**src/rtl/iterative_divider_pkg.sv**
```systemverilog
// Shared types and constants for the iterative restoring divider.
package iterative_divider_pkg;

    localparam int unsigned DEFAULT_WIDTH = 32;

    typedef enum logic [1:0] {
        IDLE = 2'd0,
        CALC = 2'd1,
        DONE = 2'd2
    } div_state_t;

    // Iteration counter width; must be able to hold the value WIDTH.
    function automatic int unsigned cnt_width(input int unsigned w);
        return $clog2(w + 1);
    endfunction

endpackage

```
**src/rtl/iterative_divider.sv**
```systemverilog
// Sequential unsigned restoring divider, one quotient bit per clock.
// Optional DIVIDER_DBZ_FLAG_EN adds a registered div_by_zero result flag.
module iterative_divider
    import iterative_divider_pkg::*;
#(
    parameter int unsigned WIDTH = DEFAULT_WIDTH
) (
    input  logic             clk,
    input  logic             rst,
    input  logic             start,
    input  logic [WIDTH-1:0] numerator,
    input  logic [WIDTH-1:0] divisor,
    output logic [WIDTH-1:0] quotient,
    output logic [WIDTH-1:0] remainder,
    output logic             done,
    output logic             busy
`ifdef DIVIDER_DBZ_FLAG_EN
    ,
    output logic             div_by_zero
`endif
);

    localparam int unsigned CNT_W = cnt_width(WIDTH);

    div_state_t       r_state;
    logic [WIDTH-1:0] r_dvd;      // dividend shifts out of the MSB, quotient bits enter the LSB
    logic [WIDTH-1:0] r_rem;
    logic [WIDTH-1:0] r_divisor;
    logic [CNT_W-1:0] r_cnt;

    logic [WIDTH:0]   w_trial;
    logic             w_ge;
    logic [WIDTH-1:0] w_diff;
    logic [WIDTH-1:0] w_rem_next;

    // Compare is WIDTH+1 wide so a divisor with its MSB set cannot overflow.
    always_comb begin
        w_trial    = {r_rem, r_dvd[WIDTH-1]};
        w_ge       = (w_trial >= {1'b0, r_divisor});
        w_diff     = w_trial[WIDTH-1:0] - r_divisor;
        w_rem_next = w_ge ? w_diff : w_trial[WIDTH-1:0];
    end

    always_ff @(posedge clk or posedge rst) begin
        if (rst) begin
            r_state   <= IDLE;
            r_dvd     <= '0;
            r_rem     <= '0;
            r_divisor <= '0;
            r_cnt     <= '0;
            quotient  <= '0;
            remainder <= '0;
            done      <= 1'b0;
            busy      <= 1'b0;
`ifdef DIVIDER_DBZ_FLAG_EN
            div_by_zero <= 1'b0;
`endif
        end else begin
            done <= 1'b0;
            case (r_state)
                IDLE: begin
                    if (start) begin
                        r_dvd     <= numerator;
                        r_divisor <= divisor;
                        r_rem     <= '0;
                        r_cnt     <= '0;
                        busy      <= 1'b1;
                        r_state   <= CALC;
                    end else begin
                        busy <= 1'b0;
                    end
                end
                CALC: begin
                    r_rem <= w_rem_next;
                    r_dvd <= {r_dvd[WIDTH-2:0], w_ge};
                    r_cnt <= r_cnt + CNT_W'(1);
                    if (r_cnt == CNT_W'(WIDTH - 1)) begin
                        r_state <= DONE;
                    end
                end
                DONE: begin
                    quotient  <= r_dvd;
                    remainder <= r_rem;
                    done      <= 1'b1;
                    r_state   <= IDLE;
`ifdef DIVIDER_DBZ_FLAG_EN
                    div_by_zero <= (r_divisor == '0);
`endif
                end
                default: r_state <= IDLE;
            endcase
        end
    end

endmodule

```
**config.mk**
```make
export PLATFORM = sky130hd
export DESIGN_NAME = iterative_divider
export DESIGN_NICKNAME = d
export VERILOG_FILES = /design/src/rtl/iterative_divider_pkg.sv /design/src/rtl/iterative_divider.sv
export SDC_FILE = /design/constraint.sdc
export NUM_CORES = 1
export LEC_CHECK = 0
export ABC_AREA = 1
export BUFFER_PORTS_ARGS = -buffer_cell sky130_fd_sc_hd__buf_4
export CORE_ASPECT_RATIO = 1.2
export CORE_MARGIN = 2
export CORE_UTILIZATION = 45
export CTS_BUF_LIST = sky130_fd_sc_hd__clkbuf_2
export DETAILED_ROUTE_END_ITERATION = 16
export GPL_TIMING_DRIVEN = 1
export PLACE_DENSITY_LB_ADDON = 0.25
export SYNTH_ARGS = -nofsm -noshare
export SYNTH_HDL_FRONTEND = slang
export SYNTH_SLANG_ARGS = --single-unit
```
**constraint.sdc**
```tcl
create_clock -name clk -period 5 [get_ports clk]
set_input_delay 0.25 -clock clk [delete_from_list [all_inputs] [get_ports clk]]
set_output_delay 0.25 -clock clk [all_outputs]
set_load 0.005 [all_outputs]
```
* Word-level counts from Yosys, hierarchy flattened
Index checks and enable logic that the tools add are counted.
Cells by class: add/sub/neg operators 2, magnitude comparators 1, eq/ne operators 5, muxes and demuxes 12, reductions and logical operators 5
Operator list (count):
- one-hot mux 32 bit (2 select lines) | 2
- 2-to-1 mux 32 bit | 3
- greater-or-equal comparator 33 x 32 -> 1 bit | 1
- subtractor 32 bit | 1
- one-hot mux 6 bit (2 select lines) | 1
- adder 6 x 1 -> 6 bit (second input constant) | 1
- == test 6 x 5 -> 1 bit (second input constant) | 1
- 2-to-1 mux 6 bit | 1
- AND reduction 2 bit | 3
- 2-to-1 mux 2 bit | 2
- inequality test 2 bit (second input constant) | 2
- one-hot mux 2 bit (2 select lines) | 1
- == test 2 x 1 -> 1 bit (second input constant) | 1
- == test 2 bit (second input constant) | 1
- logical NOT 2 bit | 1
- 2-to-1 mux 1 bit | 2
- nonzero test 2 bit | 1
Storage, ports and cells: flip-flop bits (word level) 170, input port bits 67, output and inout port bits 66

* Longest topological paths before layout
word-level depth 3, gate-level depth with buffers 16, gate-level depth less buffers 16

* Worst setup path before layout
No wires, ideal clock.
kind flip-flop to flip-flop, start point register r_rem[23], end point register r_rem[0], setup time 0.118 ns, data arrival time 1.803 ns, data required time 4.882 ns, setup slack 3.079 ns, stages on the path, launching flop included 15, path through dfrtp_1 > ha_1 > nand2_1 > inv_1 > nand2_1 > nand2_1 > inv_1 > nand2_1 > nand2_1 > nand2_1 > nor2_4 > buf_4 > nand3_1 > nand3_1 > nand2_1
On the way: longest elaborated chain between the ends 3
Ends and longest elaborated chain:
- from (decl) | RTL line iterative_divider.sv:27 | logic [WIDTH-1:0] r_rem;
- from (signal assigned) | RTL line iterative_divider.sv:74 | r_rem <= w_rem_next;
- greater-or-equal comparator 33 x 32 -> 1 bit | RTL line iterative_divider.sv:39 | w_ge = (w_trial >= {1'b0, r_divisor});
- 2-to-1 mux 32 bit | RTL line iterative_divider.sv:41 | w_rem_next = w_ge ? w_diff : w_trial[WIDTH-1:0];
- one-hot mux 32 bit (2 select lines) | RTL line iterative_divider.sv:60 | case (r_state)
Every way passes these cells. A chain may end at the register's enable or synchronous reset.

* Worst setup path after layout
start point register r_state[1], end point register r_dvd[27]
On the way: longest elaborated chain between the ends 3, elaborated cells on any way between the ends 6, classes of those cells eq/ne (2); mux (1); reduce/logical (3)
Ends and longest elaborated chain:
- from (decl) | RTL line iterative_divider.sv:25 | div_state_t r_state;
- from (signal assigned) | RTL line iterative_divider.sv:46 | r_state <= IDLE;
- from (signal assigned) | RTL line iterative_divider.sv:68 | r_state <= CALC;
- from (signal assigned) | RTL line iterative_divider.sv:78 | r_state <= DONE;
- == test 2 x 1 -> 1 bit / logical NOT 2 bit (equally long branches) | RTL line iterative_divider.sv:60
- nonzero test 2 bit (no line) / inequality test 2 bit (equally long branches)
- AND reduction 2 bit (no line)
- to (signal assigned) | RTL line iterative_divider.sv:63 | r_dvd <= numerator;
- to (signal assigned) | RTL line iterative_divider.sv:75 | r_dvd <= {r_dvd[WIDTH-2:0], w_ge};
- to (decl) | RTL line iterative_divider.sv:26 | logic [WIDTH-1:0] r_dvd;
Several ways; a longest one is shown, not always the timed one.

==> results.sh <==
export IMPL_run_status="finished, final reports clean"
export IMPL_fillCellCount=2042
export IMPL_overflow=0
export IMPL_finalWeightedCongestion=0.947
export IMPL_finalSetupTns_ps=0
export IMPL_worstSetupPathType="flop to flop"
export IMPL_synth_cell_type_count=35
export IMPL_final_util=0.562
export IMPL_detailedRoute_firstPassIterationCount=6
export IMPL_fin_skew_ps=40.2
export IMPL_first_global_vias=8374
export IMPL_timing_critical_path_from="r_state[1]$_DFFE_PP0P_"
export IMPL_fmaxAchievable_mhz=329
export IMPL_cts_sink_count=170
export IMPL_power_share_sequential=0.272
export IMPL_setup_viols_final=0
export IMPL_ctsRootBufferMaster="sky130_fd_sc_hd__clkbuf_2"
export IMPL_cts_buffers_inserted=17
export IMPL_hpwl_detailed_um=18000
export IMPL_timing_hold_worst_class="primary input to asynchronous set/reset pin"
export IMPL_synth_top_cell_area_share=0.444
export IMPL_slowest_stage="sky130_fd_sc_hd__clkinv_1"
export IMPL_drt_iter0_markers=481
export IMPL_rsz0062_at_grt="false"
export IMPL_drc=0
export IMPL_r2r_slack_ps=1960
export IMPL_cell_types_occupying_the_most_area_after_synthesis="sky130_fd_sc_hd__dfrtp_1, sky130_fd_sc_hd__nand2_1, sky130_fd_sc_hd__inv_1, sky130_fd_sc_hd__o21ai_0, sky130_fd_sc_hd__ha_1"
export IMPL_worst_endpoint_required_ps=5710
export IMPL_pin_count_of_the_biggest_net_entering_global_routing=90
export IMPL_core_um2=20900
export IMPL_cp_slowest_stage_delay_ps=1100
export IMPL_vdd_ir_drop_worst_mv=0.280
export IMPL_worst_skew_pair_late_latency_ps=800
export IMPL_critical_path_cell_chain="nor2_2, clkinv_1, o22ai_1, a21oi_1"
export IMPL_synth_top_cell_by_area="sky130_fd_sc_hd__dfrtp_1"
export IMPL_power_switching_share=0.507
export IMPL_global_route_usage_total=0.230
export IMPL_area_delta_synth_final_pct=22.5
export IMPL_p_sw_w=0.00425
export IMPL_final_max_slew_viol_count=0
export IMPL_initial_core_util=0.459
export IMPL_max_slew_margin_rel=0.319
export IMPL_power_share_clock=0.098
export IMPL_critPathMaxFanout=34
export IMPL_die_width_um=137
export IMPL_min_period_over_period=0.607
export IMPL_cellInternalPower_w=0.00414
export IMPL_power_static_leakage_nw=6.53
export IMPL_synth_enable_flop_cells=0
export IMPL_clk_pin_slew_worst_paths_ps=310
export IMPL_layout_nets=1617
export IMPL_async_flop_share=1.00
export IMPL_timing_critical_path_from_type="flop"
export IMPL_wire_per_inst_um=13.9
export IMPL_cts_htree_levels=4
export IMPL_detail_route_antenna_nets=0
export IMPL_layout_cells_non_filler=1802
export IMPL_dominantRegCellSynth="sky130_fd_sc_hd__dfrtp_1"
export IMPL_postCtsSetupRepairBufs=0
export IMPL_postPlaceCellArea_um2=10800
export IMPL_floorplan_io_pins=133
export IMPL_worst_setup_path_endpoint="r_dvd[27]$_DFFE_PP0P_"
export IMPL_synth_common_cells="sky130_fd_sc_hd__nand2_1, sky130_fd_sc_hd__inv_1, sky130_fd_sc_hd__dfrtp_1, sky130_fd_sc_hd__o21ai_0, sky130_fd_sc_hd__nand3_1"
export IMPL_dr_total_vias=8665
export IMPL_syn_num_nets=1436
export IMPL_post_detailed_routing_wire_length_um=25000
export IMPL_count_of_input_and_output_buffers=132
export IMPL_seq_area_frac_synth=0.444
export IMPL_synthesis_instances=1335
export IMPL_grt_first_pass_wirelength_um=40900
export IMPL_power_share_combinational=0.630
export IMPL_p_per_area_nw_per_um2=714
export IMPL_cts_tree="built"
export IMPL_arrival_ps=3750
export IMPL_ys_seq_elements=170
export IMPL_yosys_warnings=0
export IMPL_worstSetupEndpointType="flop"
export IMPL_timing_worst_slew_pin_value_ps=1020
export IMPL_layout_drive_gt1_share=0.133
export IMPL_grt_antenna_before_repair=1
export IMPL_die_height_um=164
export IMPL_timing_final_crit_period_ps=3040
export IMPL_max_cap_violations=0
export IMPL_numPlacedInstances=1700
export IMPL_cts_max_path_buffers=2
export IMPL_yosys_cell_count_top_type="sky130_fd_sc_hd__nand2_1"
export IMPL_avgViaCountPerCell=4.81
export IMPL_worst_r2r_endpoint="r_dvd[27]$_DFFE_PP0P_"
export IMPL_floorplan_die_area_um2=22500
export IMPL_final_design_area_no_fill_um2=11700
export IMPL_ff2ff_path_depth=4
export IMPL_synth_area_per_cell_um2=7.18
export IMPL_final_hold_violation_count=0
export IMPL_netlist_area_um2=9580
export IMPL_timing_rr_start="r_state[1]$_DFFE_PP0P_"
export IMPL_finalHoldWorstSlack_ps=31.4
export IMPL_rows=58
==> sequential cells by signal (all words and copies together) (netlist names) <==
register,flops
done,1
r_state,2
remainder,32
r_cnt,6
quotient,32
r_divisor,32
busy,1
r_rem,32
r_dvd,32
==> cell usage in the layout (no fill, tap or decap), drive strengths merged, types with 3 or more instances in the layout <==
master	n
nand2	493
inv	244
dfrtp	170
buf	139
o21ai	94
nand3	88
dlygate4sd3	67
nor2	56
a21oi	45
ha	33
o22ai	31
clkbuf	17
xnor2	13
nand4	8
nor3	5
and2	5
clkinv	5
diode	3
==> worst min-delay path by stage <==
| stage | to | slack, ps | depth (start not counted) |
|---|---|---|---|
| floorplan | r_divisor[0]$_DFFE_PP0P_ | 360 | 2 |
| global placement | remainder[4]$_DFFE_PP0P_ | 360 | 2 |
| detailed placement | remainder[4]$_DFFE_PP0P_ | 350 | 2 |
| CTS | r_rem[20]$_DFFE_PP0P_ | 30 | 3 |
| global route | r_divisor[29]$_DFFE_PP0P_ | 20 | 3 |
| finish | r_rem[20]$_DFFE_PP0P_ | 30 | 3 |
==> critical path: cells and delay by family (launching register included) <==
| kind | cells | cell delay (ps) |
|---|---|---|
| compound gates | 2 | 530 |
| flops | 1 | 510 |
| buf+inv | 1 | 1100 |
| simple gates | 1 | 810 |
==> logic make-up (layout without fill, tap and decap cells) <==
family / Yosys count / in the layout / share of synthesized area
XOR/XNOR: 15 / 15 / 0.0137
other: 0 / 3 / 0
flip-flops: 170 / 170 / 0.444
buffers and inverters: 281 / 475 / 0.114
AO/OA/AOI/OAI: 175 / 175 / 0.0969
adder cells (fa/ha/maj): 34 / 34 / 0.0452
AND/OR/NAND/NOR: 660 / 660 / 0.286
==> per-layer routing <==
layer	track usage	up-vias	share of wire
li1	-	4488	-
met1	0.295	3934	0.45
met2	0.398	215	0.48
met3	0.0349	28	0.049
met4	0.0684	0	0.018
met5	0	-	0
==> per-stage QoR <==
| stage | power [W] | worst slack, ps |
|---|---|---|
| after floorplan | 0.00618 | 147 |
| after global placement | 0.00745 | 2160 |
| after detailed placement | 0.00755 | 2070 |
| after CTS | 0.00843 | 2010 |
| after global routing | 0.00932 | 1670 |
| final | 0.00839 | 1960 |
==> layout make-up <==
cell class	count	area (µm²)	share of cell area
timing repair buffer	206	1710	0.146
tap	270	338	0.0288
clock inverter	15	193	0.0164
multi-input combinational	884	4260	0.362
inverter	237	895	0.0762
sequential	170	4250	0.362
clock buffer	17	85.1	0.00725
antenna	3	7.51	0.000639
==> power groups by stage <==
stage | clock [W] | combinational (W) | sequential (W)
after global routing | 0.000890 | 0.00608 | 0.00235
after floorplan | 0 | 0.00393 | 0.00225
after detailed placement | 0 | 0.00523 | 0.00231
final | 0.000820 | 0.00528 | 0.00228
after global placement | 0 | 0.00515 | 0.00230
after CTS | 0.000842 | 0.00531 | 0.00228
==> timing repair <==
item / in CTS / in global routing
resized for setup: 0 / 0
endpoints found under the hold margin: 125 / 0
hold buffers: 67 / 0
No activity file was read; power rests on OpenSTA's default activity.
